[config.mk]
export PLATFORM = sky130hd
export DESIGN_NAME = uart_rx
export DESIGN_NICKNAME = d
export VERILOG_FILES = /design/src/rtl/uart_rx.sv
export SDC_FILE = /design/constraint.sdc
export NUM_CORES = 1
export LEC_CHECK = 0
export ABC_AREA = 1
export ABC_CLOCK_PERIOD_IN_PS = 2000
export BUFFER_PORTS_ARGS = -buffer_cell sky130_fd_sc_hd__buf_2
export CAP_MARGIN = 10
export CORE_ASPECT_RATIO = 0.9
export CORE_MARGIN = 2
export CORE_UTILIZATION = 45
export CTS_CLUSTER_DIAMETER = 100
export CTS_CLUSTER_SIZE = 8
export DETAILED_ROUTE_END_ITERATION = 10
export PLACE_DENSITY_LB_ADDON = 0.25
export SLEW_MARGIN = 5
export SYNTH_ARGS = -nofsm -noshare
export SYNTH_HDL_FRONTEND = slang
export SYNTH_SLANG_ARGS = --single-unit
[constraint.sdc]
create_clock -name i_clk -period 2 [get_ports i_clk]
set_clock_uncertainty 0.2 [all_clocks]
set_input_delay 0.1 -clock i_clk [delete_from_list [all_inputs] [get_ports i_clk]]
set_output_delay 0.1 -clock i_clk [all_outputs]
set_load 0.03 [all_outputs]
[src/rtl/uart_rx.sv]
// 8N1 serial receiver: 16x oversampled deframer with an internal baud tick.
// Each good byte is presented with a one-cycle o_rx_done strobe; bad stop bits raise o_frame_err instead.
module uart_rx #(
    parameter int DBIT     = 8,
    parameter int SB_TICK  = 16,
    parameter int BAUD_DIV = 163,
    parameter int DIV_W    = 8
) (
    input  logic            i_clk,
    input  logic            i_reset,
    input  logic            i_rx,
    output logic [DBIT-1:0] o_rx_data,
    output logic            o_rx_done,
    output logic            o_frame_err
);

    localparam int S_MAX = (SB_TICK > 16) ? SB_TICK : 16;
    localparam int SW    = $clog2(S_MAX);
    localparam int NW    = (DBIT > 1) ? $clog2(DBIT) : 1;

    typedef enum logic [1:0] {IDLE, START, DATA, STOP} state_t;

    state_t            state_q, state_d;
    logic [SW-1:0]     s_q, s_d;
    logic [NW-1:0]     n_q, n_d;
    logic [DBIT-1:0]   b_q, b_d;
    logic [DBIT-1:0]   data_q, data_d;
    logic              done_q, done_d;
    logic              err_q, err_d;
    logic [DIV_W-1:0]  div_q, div_d;
    logic [1:0]        sync_q, sync_d;
    logic              rx_s;
    logic              tick;

    // Two-flop synchronizer; every decision below looks only at rx_s.
    assign sync_d = {sync_q[0], i_rx};
    assign rx_s   = sync_q[1];

    // Free-running oversample tick, independent of the FSM.
    assign tick  = (div_q == DIV_W'(BAUD_DIV - 1));
    assign div_d = tick ? '0 : div_q + 1'b1;

    always_comb begin
        state_d = state_q;
        s_d     = s_q;
        n_d     = n_q;
        b_d     = b_q;
        data_d  = data_q;
        done_d  = 1'b0;
        err_d   = 1'b0;
        unique case (state_q)
            IDLE: begin
                if (!rx_s) begin
                    state_d = START;
                    s_d     = '0;
                end
            end
            START: begin
                if (tick) begin
                    if (s_q == SW'(7)) begin
                        // Mid start bit: line back high means it was a glitch.
                        state_d = rx_s ? IDLE : DATA;
                        s_d     = '0;
                        n_d     = '0;
                    end else begin
                        s_d = s_q + 1'b1;
                    end
                end
            end
            DATA: begin
                if (tick) begin
                    if (s_q == SW'(15)) begin
                        s_d = '0;
                        b_d = {rx_s, b_q[DBIT-1:1]};
                        if (n_q == NW'(DBIT - 1)) state_d = STOP;
                        else                      n_d     = n_q + 1'b1;
                    end else begin
                        s_d = s_q + 1'b1;
                    end
                end
            end
            STOP: begin
                if (tick) begin
                    if (s_q == SW'(SB_TICK - 1)) begin
                        state_d = IDLE;
                        if (rx_s) begin
                            data_d = b_q;
                            done_d = 1'b1;
                        end else begin
                            err_d  = 1'b1;
                        end
                    end else begin
                        s_d = s_q + 1'b1;
                    end
                end
            end
            default: state_d = IDLE;
        endcase
    end

    always_ff @(posedge i_clk or negedge i_reset) begin
        if (!i_reset) begin
            state_q <= IDLE;
            s_q     <= '0;
            n_q     <= '0;
            b_q     <= '0;
            data_q  <= '0;
            done_q  <= 1'b0;
            err_q   <= 1'b0;
            div_q   <= '0;
            sync_q  <= 2'b11;
        end else begin
            state_q <= state_d;
            s_q     <= s_d;
            n_q     <= n_d;
            b_q     <= b_d;
            data_q  <= data_d;
            done_q  <= done_d;
            err_q   <= err_d;
            div_q   <= div_d;
            sync_q  <= sync_d;
        end
    end

    assign o_rx_data   = data_q;
    assign o_rx_done   = done_q;
    assign o_frame_err = err_q;

endmodule

; Word-level counts from Yosys, hierarchy flattened
; Cells that the tools add are included.
[classes]
add_sub_neg = 3
reduce_logical = 7
mux = 33
n_eq_ne = 17
[op_table]
columns = cell, count
row1 = 4-bit 2-to-1 mux, 7
row2 = "2-bit != test, second input constant", 10
row3 = 2-bit 2-to-1 mux, 9
row4 = 4-bit one-hot mux with 4 select lines, 1
row5 = 3-bit 2-to-1 mux, 5
row6 = "8-bit by 1-bit adder with 8-bit output, second input constant", 1
row7 = "8-bit equality test, second input constant", 1
row8 = 1-bit 2-to-1 mux, 8
row9 = 8-bit 2-to-1 mux, 1
row10 = 2-bit one-hot mux with 4 select lines, 1
row11 = 8-bit AND reduction, 1
row12 = 3-bit one-hot mux with 2 select lines, 1
row13 = 6-bit AND reduction, 1
row14 = 5-bit AND reduction, 1
row15 = "4-bit by 1-bit adder with 4-bit output, second input constant", 1
row16 = "2-bit equality test, second input constant", 2
row17 = "4-bit by 3-bit equality test with 1-bit output, second input constant", 1
row18 = "4-bit equality test, second input constant", 1
row19 = 4-bit AND reduction, 1
row20 = "3-bit by 1-bit adder with 3-bit output, second input constant", 1
row21 = "3-bit equality test, second input constant", 1
row22 = 3-bit AND reduction, 1
row23 = "2-bit by 1-bit equality test with 1-bit output, second input constant", 1
row24 = 2-bit zero test, 1
row25 = 2-bit nonzero test, 1
[word_totals]
regBits = 37
input_bits = 3
out_inout_bits = 10
word_cells = 69

; Logic depth before layout (Yosys ltp)
; Gate-level depths: netlist of run 1.
[logic_depth]
depth_word = 5
mapped_depth = 10
depth_no_buf = 9

; Worst setup path before layout of run 1
; No wires, ideal clock.
[synth_timing]
kind = reg2reg
from = register div_q[0]
to = register data_q[6], in the netlist o_rx_data[6]
synth_period_minus_slack_ns = 1.645
path_buffers = 1
stages_incl_launch_ff = 11
t_arrival_ns = 1.327
path_slack_ns = 0.355
setup_time_ns = 0.119
required_ns = 1.681
cell_sequence = dfrtp_1 > inv_1 > ha_1 > inv_1 > nor2_4 > nand2_2 > inv_4 > nand3b_4 > buf_6 > nand2_1 > o21ai_2
[synth_between]
elab_chain_len = 2
[synth_lines]
columns = item, line
row1 = start: declaration, 30  ; logic [DIV_W-1:0] div_q, div_d;
row2 = start signal: assignment, 120  ; div_q <= div_d;
row3 = 8-bit equality test, 40  ; assign tick = (div_q == DIV_W'(BAUD_DIV - 1));
row4 = 4-bit AND reduction (no source line), -
row5 = end signal: assignment, 117  ; data_q <= data_d;
row6 = end: declaration, 27  ; logic [DBIT-1:0] data_q, data_d;
; Every way passes these cells.
; A chain may end at the register's enable or synchronous reset.

; Worst setup path in the final report of run 1
[layout_timing]
from = register div_q[0]
to = register data_q[1], in the netlist o_rx_data[1]
; Same word-level chain as after synthesis.

==> impl_metrics.json, run 1 <==
{
  "status": "finished, final reports clean",
  "cts_resized": 0,
  "synth_edf_count": 0,
  "clock-sinks": 37,
  "worst_pin_slew_ns": 0.456,
  "firstDrtPassIters": 4,
  "diodes": 0,
  "arrival_ns": 1.74,
  "syn_area_per_cell_um2": 9.05,
  "grt_pass1_vias": 1145,
  "antenna_left": 0,
  "cts_inserted_buffers": 5,
  "r2r-start": "div_q[0]$_DFF_PN0_",
  "path_max_fanout": 16,
  "gp_congestion": 0.944,
  "n_fill_cell": 342,
  "place_ws_ns": 0.236,
  "drv_slew": 0,
  "ys_async_sr_fraction": 1.00,
  "cts-root-buf": "clkbuf_8",
  "busiest_layer": "met2",
  "p_leak_uw": 0.00113,
  "io_pins": 13,
  "portBuffers": 12,
  "yosysUniqueCellTypes": 23,
  "post-route-period-util": 0.881,
  "worst_slack_ns": 0.238,
  "wl_per_cell_um": 11.0,
  "yosys.area.top_type": "dfrtp_1",
  "worst_ir_drop_vdd_v": 0.000475,
  "ys_ff_latch": 37,
  "netlist_area_um2": 1790,
  "grt_overflow": 0,
  "hold_viol": 0,
  "setup_viol": 0,
  "cts_tree": "done",
  "rsz0062_at_grt": "false",
  "met2_usage": 0.213,
  "antenna_found_initial": 0,
  "min_period_ns": 1.76,
  "whs_ns": 0.0813,
  "power_uw": 1280,
  "post-synth-top-count-cell": "nand2_1",
  "max_cap_violations": 0,
  "crit_required_ns": 1.98,
  "critPathLaunchType": "flop",
  "htree_num_levels": 2,
  "critPathKind": "reg -> reg",
  "viasPerCell": 4.65,
  "fin_nets": 227,
  "met1_usage": 0.200,
  "fmax_mhz": 567,
  "place.detailed.hpwl_um": 2160,
  "path_clk_slew_ns": 0.07,
  "syn_to_final_growth_pct": 11.9,
  "synth_ff_type": "dfrtp_1",
  "power.density_nw_per_um2": 638,
  "clock_path_buffers": 2,
  "drc": 0,
  "dr.first_iter.drc_count": 74,
  "crit_path_end_kind": "flop",
  "tns_ns": 0,
  "grt_max_degree": 20,
  "rows": 21,
  "num_vias": 1237,
  "slew_headroom": 0.696,
  "clk_latency_ns": 0.29,
  "syn_nets": 206,
  "ys_top_cells_by_area": "dfrtp_1 (49%), nand2_1 (9.2%), inv_1 (6.1%)",
  "synth_warnings": 0,
  "worstHoldPathType": "in -> async",
  "grt_pass1_wl_um": 5090,
  "drive_gt1_frac": 0.232,
  "wl_um": 2920,
  "core_um2": 3760,
  "use_met3": 0.0568,
  "yosysSeqAreaShare": 0.518,
  "rr_worst_depth": 9,
  "synthTopCellsByCount": "nand2_1 (44), dfrtp_1 (35), inv_1 (29)",
  "design.die.area_um2": 4500,
  "die_w_um": 70.5,
  "cp-startpoint": "div_q[0]$_DFF_PN0_",
  "grt_usage": 0.149,
  "synth.top_cell.area_share": 0.489,
  "die_y_um": 63.9,
  "syn_inst": 198,
  "start_util": 0.477
}
-- stage by stage --
stage / utilization / cell area, um^2 / cells
finish: 0.533 / 2000 / 266
floorplan: - / 1790 / 198
CTS: 0.533 / 2000 / 266
global route: 0.533 / 2000 / 266
global placement: 0.506 / 1900 / 256
detailed placement: 0.506 / 1900 / 256
-- cell usage in the layout (no fill, tap or decap), types with 4 or more instances in the layout --
cell / instances
o21ai_1: 8
inv_2: 5
o21ai_2: 8
nor2_1: 16
o21ai_0: 9
nand2_1: 44
dfrtp_1: 35
buf_2: 12
nand3_1: 11
xor2_1: 4
inv_1: 29
ha_1: 5
nand2_2: 5
clkbuf_8: 5
-- area by class of cell --
type	instances	area, um^2	area share
Timing Repair Buffer	16	95.1	0.0474
Inverter	35	134	0.0668
Sequential cell	37	928	0.463
Multi-Input combinational cell	124	707	0.353
Tap cell	46	57.6	0.0287
Clock buffer	6	72.6	0.0362
Clock inverter	2	10.0	0.00499
-- worst paths after layout --
kind	endpoint	slack [ns]
min	div_q[1]$_DFF_PN0_	0.08
min in group i_clk	sync_q[1]$_DFF_PN1_	0.16
max reg2reg	o_rx_data[1]$_DFFE_PN0P_	0.24
min reg2reg	sync_q[1]$_DFF_PN1_	0.16
max	o_rx_data[1]$_DFFE_PN0P_	0.24
max in group asynchronous	sync_q[1]$_DFF_PN1_	0.91
-- state kept, by name (all words and copies together) (netlist names), named ones only --
| name | cells |
|---|---|
| div_q | 8 |
| o_rx_data | 8 |
| o_frame_err | 1 |
| b_q | 8 |
| sync_q | 2 |
| s_q | 4 |
| n_q | 3 |
| o_rx_done | 1 |
| state_q | 1 |
-- per-layer routing --
metal | wire length (um) | part of all wire
met1 | 1530 | 0.52
met4 | 58 | 0.020
met5 | 0 | 0
met2 | 1240 | 0.42
met3 | 96 | 0.033
-- repair_timing --
item | CTS | global route
hold buffers | 2 | 0
hold endpoints to repair | 36 | 0
setup buffers | 0 | 0
-- logic make-up after synthesis --
family                   count (synthesis)  share of synthesized area
XOR/XNOR                                 4                     0.0196
adder cells (fa/ha/maj)                  5                     0.0349
AO/OA/AOI/OAI                           26                     0.0894
AND/OR/NAND/NOR                         89                      0.251
flip-flops                              37                      0.518
buffers and inverters                   37                     0.0873
-- power by group --
group	total, uW	leakage (uW)	internal, uW	switching, uW
clock	501	0.0000450	241	259
combinational	23.1	0.000597	6.59	16.5
sequential	754	0.000491	752	2.41
total	1280	0.00113	1000	278
-- worst max-delay path: stages, from the launching register on --
cell and delay (ns):
dfrtp_1 0.41, inv_1 0.07, ha_1 0.13, inv_1 0.06, nor2_4 0.15, nand2_2 0.13
inv_4 0.11, nand3b_4 0.21, nand2_1 0.14, o21ai_2 0.05
No activity file was read; power rests on OpenSTA's default activity.
==> run 2: changes to the inputs <==
--- a/config.mk
+++ b/config.mk
@@ -6,11 +6,11 @@
 export NUM_CORES = 1
 export LEC_CHECK = 0
 export ABC_AREA = 1
-export ABC_CLOCK_PERIOD_IN_PS = 2000
+export ABC_CLOCK_PERIOD_IN_PS = 1980
 export BUFFER_PORTS_ARGS = -buffer_cell sky130_fd_sc_hd__buf_2
 export CAP_MARGIN = 10
 export CORE_ASPECT_RATIO = 0.9
-export CORE_MARGIN = 2
+export CORE_MARGIN = 10
 export CORE_UTILIZATION = 45
 export CTS_CLUSTER_DIAMETER = 100
 export CTS_CLUSTER_SIZE = 8
==> constraint.sdc (replaced) <==
create_clock -name i_clk -period 1.98 [get_ports i_clk]
set_clock_uncertainty 0.2 [all_clocks]
set_input_delay 0.099 -clock i_clk [delete_from_list [all_inputs] [get_ports i_clk]]
set_output_delay 0.099 -clock i_clk [all_outputs]
set_load 0.03 [all_outputs]
==> run 2 against run 1 <==
Against the previous run: count of clock-buffer cells in the layout is the same; cell area up 2.7%; utilization rose by 1.1 points; sequential power increased by 1%; sequential share of layout area down 1.2 points; cell count did not move; register-to-register slack lost 0.05 ns; critical path depth fell by 3; via count decreased by 0.49%; sequential cell count unchanged; largest power group unchanged.
==> impl_metrics.json, run 2 (synthesis gave the netlist of run 1 again) <==
{
  "arrival_ns": 1.81,
  "gp_congestion": 0.851,
  "start_util": 0.474,
  "viasPerCell": 4.63,
  "seq_area_um2": 928,
  "critPathLaunchType": "flop",
  "antenna_found_initial": 0,
  "final_cells": 266,
  "max_cap_violations": 0,
  "fmax_mhz": 557,
  "drc": 0,
  "clk_latency_ns": 0.29,
  "design.die.area_um2": 6910,
  "final_cell_mix": "nand2_1 (44), dfrtp_1 (35), inv_1 (29)",
  "worst_ir_drop_vdd_v": 0.000542,
  "critPathKind": "reg -> reg",
  "htree_num_levels": 2,
  "antenna_left": 0,
  "dp_cells": 255,
  "n_fill_cell": 342,
  "post-route-period-util": 0.906,
  "core_um2": 3780,
  "p_leak_uw": 0.00116,
  "cts_resized": 0,
  "drive_gt1_frac": 0.236,
  "wl_per_cell_um": 11.4,
  "wl_um": 3020,
  "slew_headroom": 0.795,
  "multi_input_area_um2": 718,
  "die_y_um": 79.9,
  "whs_ns": 0.0964,
  "diodes": 0,
  "path_max_fanout": 8,
  "num_vias": 1231,
  "drv_slew": 0,
  "grt_pass1_vias": 1196,
  "tns_ns": 0,
  "r2r_end": "o_rx_data[1]$_DFFE_PN0P_",
  "setup_viol": 0,
  "rr_worst_depth": 6,
  "clock_path_buffers": 2,
  "post_cts_buffers": 0,
  "grt_max_degree": 38,
  "grt_overflow": 0,
  "rows": 21,
  "firstDrtPassIters": 4,
  "cts_tree": "done",
  "fin_util": 0.544,
  "final_common_cell": "nand2_1",
  "path_clk_slew_ns": 0.08,
  "rsz0062_at_grt": "false",
  "worst_slack_ns": 0.186,
  "clock-sinks": 37,
  "die_w_um": 86.5,
  "cts-root-buf": "clkbuf_8",
  "crit_path_end_kind": "flop",
  "dr.first_iter.drc_count": 46,
  "portBuffers": 12,
  "hold_viol": 0,
  "place.detailed.hpwl_um": 2100,
  "place_ws_ns": 0.224,
  "syn_to_final_growth_pct": 14.9,
  "regToRegSetupSlack_ns": 0.19,
  "power.density_nw_per_um2": 711,
  "fin_nets": 227,
  "status": "finished, final reports clean",
  "min_period_ns": 1.79,
  "grt_pass1_wl_um": 5440,
  "worst_pin_slew_ns": 0.306,
  "io_pins": 13,
  "cts_inserted_buffers": 5,
  "crit_required_ns": 1.99,
  "r2r-start": "s_q[0]$_DFFE_PN0P_",
  "grt_usage": 0.0974,
  "worstHoldPathType": "in -> async"
}
==> run 2: cell types whose count changed in the layout (fill, tap and decap cells not counted), sizes merged <==
| cell | delta |
|---|---|
| clkinvlp | +1 |
| bufinv | +1 |
| buf | -1 |
| clkinv | -2 |
| nand3b | +1 |
==> run 2: report_power, final <==
part | internal (uW) | switching (uW) | total, uW | leakage (uW)
registers | 759 | 3.14 | 762 | 0.000491
clock network | 409 | 267 | 677 | 0.0000574
logic | 8.22 | 15.7 | 23.9 | 0.000611
==> run 2: repair_timing <==
action                     CTS  global route
setup endpoints to repair    0             1
hold buffers                 2             0
hold endpoints to repair    38             0
==> run 2: metal layers <==
| metal | share of wire | up-vias | track usage | wire length [um] |
|---|---|---|---|---|
| met5 | 0 | - | 0 | 0 |
| met4 | 0.016 | 0 | 0.0388 | 48 |
| met3 | 0.032 | 7 | 0.0367 | 97 |
| li1 | - | 667 | - | - |
| met2 | 0.44 | 10 | 0.142 | 1340 |
| met1 | 0.51 | 547 | 0.127 | 1540 |
==> run 2: area by class of cell <==
type | count | share of cell area
flip-flops and latches | 37 | 0.451
multi-input cells | 125 | 0.349
inverters | 35 | 0.0650
repair buffers | 15 | 0.0486
clock buffers | 6 | 0.0401
well taps | 46 | 0.0280
clock inverters | 2 | 0.0182
==> run 2: worst max-delay path by stage <==
stage	from	end	slack [ns]	cells past startpoint
6_report	s_q[0]$_DFFE_PN0P_	o_rx_data[1]$_DFFE_PN0P_	0.19	6
5_1_grt	div_q[0]$_DFF_PN0_	s_q[3]$_DFFE_PN0P_	0.01	9
4_1_cts	div_q[0]$_DFF_PN0_	o_rx_data[2]$_DFFE_PN0P_	0.21	9
3_5_place_dp	div_q[0]$_DFF_PN0_	o_rx_data[5]$_DFFE_PN0P_	0.22	9
3_3_place_gp	div_q[0]$_DFF_PN0_	o_rx_data[7]$_DFFE_PN0P_	0.24	9
2_1_floorplan	div_q[0]$_DFF_PN0_	o_rx_data[6]$_DFFE_PN0P_	0.33	10
==> run 2: stage by stage <==
stage	cell area, um^2	total power [uW]
2_1_floorplan	1790	776
3_3_place_gp	1910	799
3_5_place_dp	1910	799
4_1_cts	2050	1480
5_1_grt	2060	1520
6_report	2060	1460
==> run 2: worst max-delay path, stage by stage (launching register included) <==
cell and delay (ns):
dfrtp_1 0.39, ha_1 0.24, nand3_2 0.12, inv_2 0.11, nand2_2 0.08, nand3b_2 0.38, o21ai_2 0.19
